### config.mk
export PLATFORM = sky130hd
export DESIGN_NAME = board_writer
export DESIGN_NICKNAME = d
export VERILOG_FILES = /design/src/rtl/chess_pkg.sv /design/src/rtl/move_check.sv /design/src/rtl/board_writer.sv
export SDC_FILE = /design/constraint.sdc
export NUM_CORES = 2
export LEC_CHECK = 0
export BUFFER_PORTS_ARGS = -buffer_cell sky130_fd_sc_hd__clkbuf_2
export CAP_MARGIN = 30
export CORE_MARGIN = 5
export CORE_UTILIZATION = 35
export CTS_CLUSTER_DIAMETER = 40
export DETAILED_ROUTE_END_ITERATION = 6
export SLEW_MARGIN = 40
export SYNTH_ARGS = -nofsm -noshare
export SYNTH_HDL_FRONTEND = slang
export SYNTH_SLANG_ARGS = --single-unit
export TNS_END_PERCENT = 50
### constraint.sdc
create_clock -name clk -period 3.8 [get_ports clk]
set_input_delay 0.95 -clock clk [delete_from_list [all_inputs] [get_ports clk]]
set_output_delay 0.95 -clock clk [all_outputs]
set_load 0.05 [all_outputs]
### src/rtl/chess_pkg.sv
// ---------------------------------------------------------------------------
// chess_pkg -- shared square encoding, board types and the start position.
//
// Square byte = {color[7:6], piece[5:0]} with a one-hot piece field.
// EMPTY reuses the WHITE color code with an all-ones piece field, so any
// color comparison must rule out EMPTY first.
//
// Exports: square_t, sq_idx_t, board_t, color/piece constants, EMPTY,
//          state_t (board_writer FSM), START_BOARD, EMPTY_BOARD.
// ---------------------------------------------------------------------------
package chess_pkg;

  typedef logic [7:0]       square_t;
  typedef logic [5:0]       sq_idx_t;
  typedef logic [63:0][7:0] board_t;

  localparam logic [1:0] WHITE = 2'b01;
  localparam logic [1:0] BLACK = 2'b10;

  localparam logic [5:0] KING   = 6'b000001;
  localparam logic [5:0] QUEEN  = 6'b000010;
  localparam logic [5:0] ROOK   = 6'b000100;
  localparam logic [5:0] KNIGHT = 6'b001000;
  localparam logic [5:0] BISHOP = 6'b010000;
  localparam logic [5:0] PAWN   = 6'b100000;

  localparam square_t EMPTY = 8'b01_111111;

  typedef enum logic [1:0] {
    IDLE  = 2'd0,
    CHECK = 2'd1,
    WRITE = 2'd2,
    DONE  = 2'd3
  } state_t;

  // Piece on the back rank for a given column (R,N,B,Q,K,B,N,R).
  function automatic square_t back_rank(input logic [1:0] color,
                                        input logic [2:0] col);
    logic [5:0] piece;
    case (col)
      3'd0, 3'd7: piece = ROOK;
      3'd1, 3'd6: piece = KNIGHT;
      3'd2, 3'd5: piece = BISHOP;
      3'd3:       piece = QUEEN;
      default:    piece = KING;
    endcase
    return {color, piece};
  endfunction

  function automatic board_t make_start_board();
    board_t b;
    for (int i = 0; i < 64; i++) b[i] = EMPTY;
    for (int c = 0; c < 8; c++) begin
      b[c]      = back_rank(WHITE, 3'(c));
      b[8 + c]  = {WHITE, PAWN};
      b[48 + c] = {BLACK, PAWN};
      b[56 + c] = back_rank(BLACK, 3'(c));
    end
    return b;
  endfunction

  localparam board_t START_BOARD = make_start_board();
  localparam board_t EMPTY_BOARD = {64{EMPTY}};

endpackage

### src/rtl/move_check.sv
// ---------------------------------------------------------------------------
// move_check -- combinational legality test for a single move.
//
// Ports:
//   from_i, to_i   : source / destination square indices
//   src_sq_i       : current byte at the source square
//   dst_sq_i       : current byte at the destination square
//   legal_o        : 1 when the move may be committed
//
// A move is rejected when from==to, when the source is EMPTY, or when the
// destination holds a piece of the source's color. An EMPTY destination is
// never a same-color conflict even though EMPTY carries the WHITE code.
// ---------------------------------------------------------------------------
module move_check
  import chess_pkg::*;
(
  input  sq_idx_t from_i,
  input  sq_idx_t to_i,
  input  square_t src_sq_i,
  input  square_t dst_sq_i,
  output logic    legal_o
);

  logic same_sq;
  logic src_empty;
  logic own_piece;

  always_comb begin
    same_sq   = (from_i == to_i);
    src_empty = (src_sq_i == EMPTY);
    own_piece = (dst_sq_i != EMPTY) && (dst_sq_i[7:6] == src_sq_i[7:6]);
    legal_o   = !(same_sq || src_empty || own_piece);
  end

endmodule

### src/rtl/board_writer.sv
// ---------------------------------------------------------------------------
// board_writer -- registered 8x8 chess board with a move-commit FSM.
//
// Ports:
//   clk            : clock, rising edge
//   nrst           : asynchronous active-low reset
//   move_valid_i   : move request present
//   move_ready_o   : high in IDLE (and out of reset) -- move can be taken
//   move_from_i    : source square index (row*8+col)
//   move_to_i      : destination square index
//   init_i         : synchronous reload of the reset board, highest priority
//   grid_o         : board, grid_o[row][col], straight from registers
//   move_done_o    : one-cycle pulse, move committed
//   move_err_o     : one-cycle pulse, move rejected
//
// Parameter INIT_ON_RESET: 1 -> reset/init load the start position,
//                          0 -> reset/init load an all-EMPTY board.
// Optional macro PROMOTION_EN: a pawn landing on its last row is stored
// as a queen of the same color.
//
// Timing: accept at edge N (IDLE->CHECK), legality registered at N+1
// (CHECK->WRITE), board written at N+2 (WRITE->DONE), pulse visible for
// the cycle after N+2, back to IDLE at N+3.
// ---------------------------------------------------------------------------
module board_writer
  import chess_pkg::*;
#(
  parameter bit INIT_ON_RESET = 1'b1
) (
  input  logic                 clk,
  input  logic                 nrst,
  input  logic                 move_valid_i,
  output logic                 move_ready_o,
  input  logic [5:0]           move_from_i,
  input  logic [5:0]           move_to_i,
  input  logic                 init_i,
  output logic [7:0][7:0][7:0] grid_o,
  output logic                 move_done_o,
  output logic                 move_err_o
);

  localparam board_t RESET_BOARD = INIT_ON_RESET ? START_BOARD : EMPTY_BOARD;

  state_t  state_q;
  board_t  grid_q;
  sq_idx_t from_q;
  sq_idx_t to_q;
  logic    legal_q;
  logic    done_q;
  logic    err_q;

  square_t src_sq;
  square_t dst_sq;
  logic    legal_d;
  square_t wr_byte_d;

  assign src_sq = grid_q[from_q];
  assign dst_sq = grid_q[to_q];

  move_check u_move_check (
    .from_i   (from_q),
    .to_i     (to_q),
    .src_sq_i (src_sq),
    .dst_sq_i (dst_sq),
    .legal_o  (legal_d)
  );

`ifdef PROMOTION_EN
  // Row is the upper three bits of the index: white promotes on row 7,
  // black on row 0.
  always_comb begin
    wr_byte_d = src_sq;
    if (src_sq[5:0] == PAWN) begin
      if (((src_sq[7:6] == WHITE) && (to_q[5:3] == 3'd7)) ||
          ((src_sq[7:6] == BLACK) && (to_q[5:3] == 3'd0))) begin
        wr_byte_d = {src_sq[7:6], QUEEN};
      end
    end
  end
`else
  assign wr_byte_d = src_sq;
`endif

  always_ff @(posedge clk or negedge nrst) begin
    if (!nrst) begin
      state_q <= IDLE;
      grid_q  <= RESET_BOARD;
      from_q  <= '0;
      to_q    <= '0;
      legal_q <= 1'b0;
      done_q  <= 1'b0;
      err_q   <= 1'b0;
    end else begin
      done_q <= 1'b0;
      err_q  <= 1'b0;
      // init_i wins over everything, including an accept on this edge.
      if (init_i) begin
        grid_q  <= RESET_BOARD;
        state_q <= IDLE;
      end else begin
        case (state_q)
          IDLE: begin
            if (move_valid_i) begin
              from_q  <= move_from_i;
              to_q    <= move_to_i;
              state_q <= CHECK;
            end
          end
          CHECK: begin
            legal_q <= legal_d;
            state_q <= WRITE;
          end
          WRITE: begin
            if (legal_q) begin
              // Destination written first in source order, source cleared
              // last; from!=to is guaranteed for a legal move.
              grid_q[to_q]   <= wr_byte_d;
              grid_q[from_q] <= EMPTY;
              done_q         <= 1'b1;
            end else begin
              err_q <= 1'b1;
            end
            state_q <= DONE;
          end
          default: begin
            state_q <= IDLE;
          end
        endcase
      end
    end
  end

  // Qualified by nrst so ready stays low for the whole reset interval and
  // rises as soon as reset is released.
  assign move_ready_o = nrst && (state_q == IDLE);
  assign grid_o       = grid_q;
  assign move_done_o  = done_q;
  assign move_err_o   = err_q;

endmodule

-- After elaboration in Yosys (flattened, before gate mapping)
Index checks and enable logic that the tools add are counted.
- input port bits: 16
- memories kept: 0
- bits in writable memories: 0
- latch bits: 0
- word-level logic and storage cells: 119
- output and inout bits: 515
- memory bits (read-only): 0
- flip-flop bits (word level): 529
- equality and inequality tests: 7
- multipliers: 0
- shifts and indexed selects: 0
- reduce and logical (&&, ||, !) cells: 13
- bitwise gates (word level): 4
- divide/modulo/power cells: 0
- $add $sub $neg: 0
- mux-type cells: 21
- $lt $le $gt $ge: 4
- operator list (cell ; number):
    $mux W512 ; 3
    $bwmux W512 ; 1
    $or A448 B448 Y448 ; 1
    $bmux W8 S6 ; 2
    $demux W8 S6 ; 2
    $and A64 B64 Y64 ; 1
    $not A64 Y64 ; 1
    $mux W8 ; 4
    $lt A6 B7 Y1 const B ; 2
    $ge A6 B1 Y1 const B ; 2
    $eq A8 B7 Y1 const B ; 1
    $ne A8 B7 Y1 const B ; 1
    $eq A6 B6 Y1 ; 1
    $mux W1 ; 6
    $pmux W2 S3 ; 1
    $logic_and A1 B1 Y1 ; 4
    $mux W2 ; 2
    $reduce_and A2 Y1 ; 2
    $reduce_bool A2 Y1 ; 2
    $ne A3 B3 Y1 const B ; 1
    $reduce_and A3 Y1 ; 1
    $eq A2 B1 Y1 const B ; 1
    $eq A2 B2 Y1 ; 1
    $eq A2 B2 Y1 const B ; 1
    other kinds (4) ; 5

-- Depth between registers and ports, before layout
- depth after elaboration: 9
- depth in mapped cells: 14
- mapped depth without buffers: 8

-- Cells and area by module
Synthesis repeated with hierarchy kept, for this count alone.
- cell total of the unflattened synthesis: 3186
- area total of the unflattened synthesis: 30548.0 µm²
- modules (own cells, without submodules) (module ; cells an instance ; area each (µm²) ; seq. area each (µm²) ; instances):
    board_writer ; 3165 ; 30406.7 ; 13598.0 ; 1
    move_check ; 21 ; 141.4 ; 0.0 ; 1

-- Least setup slack after synthesis
OpenSTA, ideal clock, no wires.
- path type: reg2reg
- start point: reg from_q[2]
- end point: reg grid_q (netlist bit grid_o[14])
- buffers on the path: 4
- cell stages (with the launch flop): 13
- period minus slack after synthesis: 2.985 ns
- arrival time: 2.901 ns
- slack: 0.815 ns
- library setup time: 0.084 ns
- data required time: 3.716 ns
- cell sequence: dfrtp_1 > buf_4 > buf_6 > buf_2 > buf_1 > mux2_2 > a221oi_1 > o21ai_0 > a22oi_1 > nand3_1 > nor2_1 > a31oi_1 > or2_2
- word-level cells in the longest chain between the ends: 8
- elaborated cells on any way between the ends: 12
- classes of those cells: order compare: 2; mux: 8; bitwise: 1; reduce/logical: 1
- ends and longest elaborated chain (item ; RTL line ; RTL):
    start, declared ; board_writer.sv:46 ; sq_idx_t from_q;
    start signal, assigned ; board_writer.sv:104 ; from_q <= move_from_i;
    $lt A6 B7 Y1 (not written as such) or $ge A6 B1 Y1 (tied branches) ; board_writer.sv:118 ; grid_q[from_q] <= EMPTY;
    $logic_and A1 B1 Y1 (not written as such) ; board_writer.sv:118 ;
    $mux W8 (not written as such) ; board_writer.sv:118 ;
    $demux W8 S6 ; board_writer.sv:118 ;
    $or A448 B448 Y448 (no line) * ; - ;
    $mux W512 * ; board_writer.sv:114 ; if (legal_q) begin
    $mux W512 * ; board_writer.sv:101 ; case (state_q)
    $mux W512 * ; board_writer.sv:97 ; if (init_i) begin
    end signal, assigned by index ; board_writer.sv:117 ; grid_q[to_q] <= wr_byte_d;
    end, declared ; board_writer.sv:45 ; board_t grid_q;
Mark *: on every way between the ends. The rest lies on a longest branch, timed or not. The select of a mux whose other input is x is not followed.
A chain may end at the register's enable or synchronous reset.

-- Final worst setup path
- start point: reg from_q[0]
- end point: reg grid_q (netlist bit grid_o[91])
Same word-level chain as after synthesis.

==> metrics <==
number of detailed-routing iterations run before antenna repair=7; internal power component=around 0.017 W; total number of yosys warnings=0; number of nets in the synthesized netlist=3192; Gate power share=53.2%; Critical Path AT=4.42 ns; fraction of synthesized cell area taken by the top area cell type=24.81%; most numerous cell types in the synthesized netlist=sky130_fd_sc_hd__a21oi_1 (291), sky130_fd_sc_hd__dfstp_2 (288), sky130_fd_sc_hd__nand2_1 (243), sky130_fd_sc_hd__dfrtp_1 (241); Area contributors post-synth=sky130_fd_sc_hd__dfstp_2 (25%), sky130_fd_sc_hd__dfrtp_1 (20%), sky130_fd_sc_hd__a22oi_1 (4.8%); most common cell in the netlist=sky130_fd_sc_hd__a21oi_1; final hold violation count=0; DR vias/cell=6.957; aggregate routed wire length=196700 um; type of the tightest min-delay check=input pin to asynchronous set/reset pin; clock transition at the registers of the reported paths=0.05 ns; Layout Area Growth over Synthesis=30.44%; number of global-route vias before repair=33426; element type at the critical path end=flip-flop; total vias in the final route=35114; clock group share of total power=28.0%; gate count after technology mapping=between 3000 and 4000; Worst IR Drop VDD=0.0009534 V; number of library cell types mapped by synthesis=78; clock period minus worst slack=just under 4 ns; Post-layout nets=3824; area enclosed by the die boundary=93130 um^2; maximum fanout encountered on the critical timing path=15; average detailed-routed wire length per instance=between 30 and 40 um; Design Area, Final=39780 um^2; RSZ-0062 raised after global routing=no; number of synthesized flops with an enable pin=0; total leakage power=roughly 16 nW; count of buffers inserted at the top-level ports=530; setup TNS=-0.08188 ns; sequential cell fraction of total power=18.8%; buffering stage count on the worst path with inverters included=5; met1 capacity usage during global routing=50.93%; hold bufs inserted after CTS=0; pin count of the biggest net entering global routing=around 150; gate family responsible for the most delay along the worst path=buffers and inverters; achievable frequency=259.0 MHz; number of register bits inferred by synthesis=between 500 and 600; number of DRC violations after detailed-routing iteration 0=5875; count of clock tree sinks=529; Overall Global Routing Usage=between 40% and 50%; DRC viols=7; sequential share of the synthesized area=between 40 and 50%; clock buffer count from CTS=97; switching power as a share of total power=49.35%; critical path, cell by cell=buf_4 -> buf_4 -> buf_4 -> mux4_2 -> a21oi_1 -> nor3_1 -> o211ai_1 -> buf_4 -> buf_4 -> a21oi_1 -> o21ai_0; slowest stage cell on the critical path=sky130_fd_sc_hd__a21oi_1; net switching power figure=0.01676 W; post-synthesis average cell area=9.611 um^2; fraction of final layout cells sized beyond drive strength 1=37.34%; setup violation total in the final timing report=3; result of the run=finished, violations left; Worst-Skew Late Latency=0.68 ns; Post-DP HPWL=between 100000 and 150000 um; number of rows created at floorplan=108; fraction of met3 tracks used by global routing=between 10% and 20%; total setup buffers inserted after CTS=0; max-cap check violation count=0; normalized max-slew margin=35.88%; RePlAce Congestion=approximately 1.1; nature of the critical path startpoint=flip-flop; fin crit share=101.6%; GRT busiest layer=met2; final core utilization=between 40% and 50%; total gr overflow=0; Post-synth ARST share=100.0%; final number of max-transition violations=0; violated checks=DRC, setup timing; Synth Cell Area=30500 um^2; Initial Utilization=35.21%; number of H-tree levels=3; post-route antenna net violation count=0; multi-input combinational cell area=15610 um^2; DIE HEIGHT=305.2 um; required time of the critical path=4.36 ns; actual slew at the worst max-slew pin=around 0.96 ns; largest area contributor in the synthesized netlist=sky130_fd_sc_hd__dfstp_2; core region area=between 80000 and 90000 um^2; maximum clock skew at final layout=0.02697 ns; I/O pin count=531; classification of the worst setup path=flip-flop to flip-flop; power per standard cell area=853.6 nW/um^2; TritonCTS clock tree=yes; largest stage delay on the critical path=around 0.63 ns; cell with the most instances on the worst path=sky130_fd_sc_hd__buf_4; CTS root buf=sky130_fd_sc_hd__clkbuf_16; placed cell area=about 36000 um^2; prevailing post-synth register cell=sky130_fd_sc_hd__dfstp_2; global-route wire length before repair=271400 um; met2 usage=59.80%; number of antenna violations at the first check in global routing=7; Die Wd=305.2 um; PnR worst setup slack=-0.06105 ns; FF+latch area=13620 um^2; CTS Buffer Depth=3; number of inserted filler cells in the final layout=8396
## sequential cells by signal (all words and copies together), names as in the netlist
name         flops
move_done_o      1
from_q           6
state_q          2
move_err_o       1
grid_o         512
to_q             6
legal_q          1
## cells in the final DEF (no fill, tap or decap), types with 21 or more instances in the layout
| master | n |
|---|---|
| sky130_fd_sc_hd__clkbuf_2 | 529 |
| sky130_fd_sc_hd__a21oi_1 | 290 |
| sky130_fd_sc_hd__dfstp_2 | 288 |
| sky130_fd_sc_hd__buf_4 | 248 |
| sky130_fd_sc_hd__nand2_1 | 243 |
| sky130_fd_sc_hd__dfrtp_1 | 235 |
| sky130_fd_sc_hd__nor2_1 | 228 |
| sky130_fd_sc_hd__o21ai_0 | 227 |
| sky130_fd_sc_hd__a22oi_1 | 197 |
| sky130_fd_sc_hd__o22a_1 | 137 |
| sky130_fd_sc_hd__a22o_1 | 99 |
| sky130_fd_sc_hd__clkbuf_16 | 99 |
| sky130_fd_sc_hd__a221oi_1 | 95 |
| sky130_fd_sc_hd__o22ai_1 | 87 |
| sky130_fd_sc_hd__mux2_2 | 68 |
| sky130_fd_sc_hd__inv_1 | 61 |
| sky130_fd_sc_hd__nand3_1 | 56 |
| sky130_fd_sc_hd__mux2i_1 | 54 |
| sky130_fd_sc_hd__mux4_2 | 49 |
| sky130_fd_sc_hd__a31oi_1 | 41 |
| sky130_fd_sc_hd__nand2b_1 | 35 |
| sky130_fd_sc_hd__buf_12 | 35 |
| sky130_fd_sc_hd__o211ai_1 | 24 |
| sky130_fd_sc_hd__and3_1 | 23 |
| sky130_fd_sc_hd__nor2b_1 | 21 |
## per-layer routing
layer / vias to the layer above / share of wire (%)
met5: - / 0.0071
met4: 2 / 8.0
met3: 830 / 13
met2: 3185 / 42
met1: 17482 / 37
li1: 13615 / -
## worst paths after layout
path | startpoint | to | slack [ns] | cells after the start
min in group clk | move_to_i[2] | to_q[2]$_DFFE_PN0P_ | 0.53 | 2
setup reg to reg | from_q[0]$_DFFE_PN0P_ | grid_o[91]$_DFFE_PN0P_ | -0.06 | 11
setup / recovery | from_q[0]$_DFFE_PN0P_ | grid_o[91]$_DFFE_PN0P_ | -0.06 | 11
max in group asynchronous | nrst | to_q[1]$_DFFE_PN0P_ | 2.45 | 2
hold reg to reg | grid_o[352]$_DFFE_PN1P_ | grid_o[352]$_DFFE_PN1P_ | 0.53 | 2
hold / removal | nrst | grid_o[406]$_DFFE_PN0P_ | 0.13 | 1
## cells by family after synthesis
logic type	count (synthesis)	share of synthesized area (%)
buffers and inverters	348	4.739
AOI/OAI and AO/OA	1351	30.25
adders and majority gates	3	0.1231
DFF	529	44.59
xor gates and xnor gates	8	0.2297
muxes	171	7.902
and+or+nand+nor	763	12.17
## timing repair
item	4_1_cts	5_1_grt
endpoints found under the setup margin	0	54
resized for setup	0	4
hold endpoints to repair	0	0
## power by group through the flow
stage,Sequential (W),Clock [W],Combinational [W]
after global placement,0.00641,0,0.0170
final,0.00638,0.00951,0.0181
after CTS,0.00632,0.00953,0.0170
after global routing,0.00636,0.00980,0.0179
after floorplan,0.00608,0,0.00837
after detailed placement,0.00641,0,0.0170
## metrics by stage
step	std cells	total power [W]	hold WS, ns	worst slack, ns
CTS	5043	0.03289	0.1256	0.06672
floorplan	3173	0.01445	0.4644	0.8145
global route	5044	0.03409	0.1495	0.006684
finish	5047	0.03395	0.1342	-0.06105
global placement	4858	0.02337	0.5139	-0.003211
detailed placement	4860	0.02342	0.5172	0.06826
## layout make-up
type	instances	area share, %
Antenna cell	3	0.01887
Clock buffer	113	6.612
Clock inverter	70	2.397
Inverter	66	0.6291
Multi-Input combinational cell	2296	39.25
Sequential cell	529	34.24
Tap cell	1155	3.633
Timing Repair Buffer	815	13.22
Note: power is estimated with default switching activity, not from simulation.
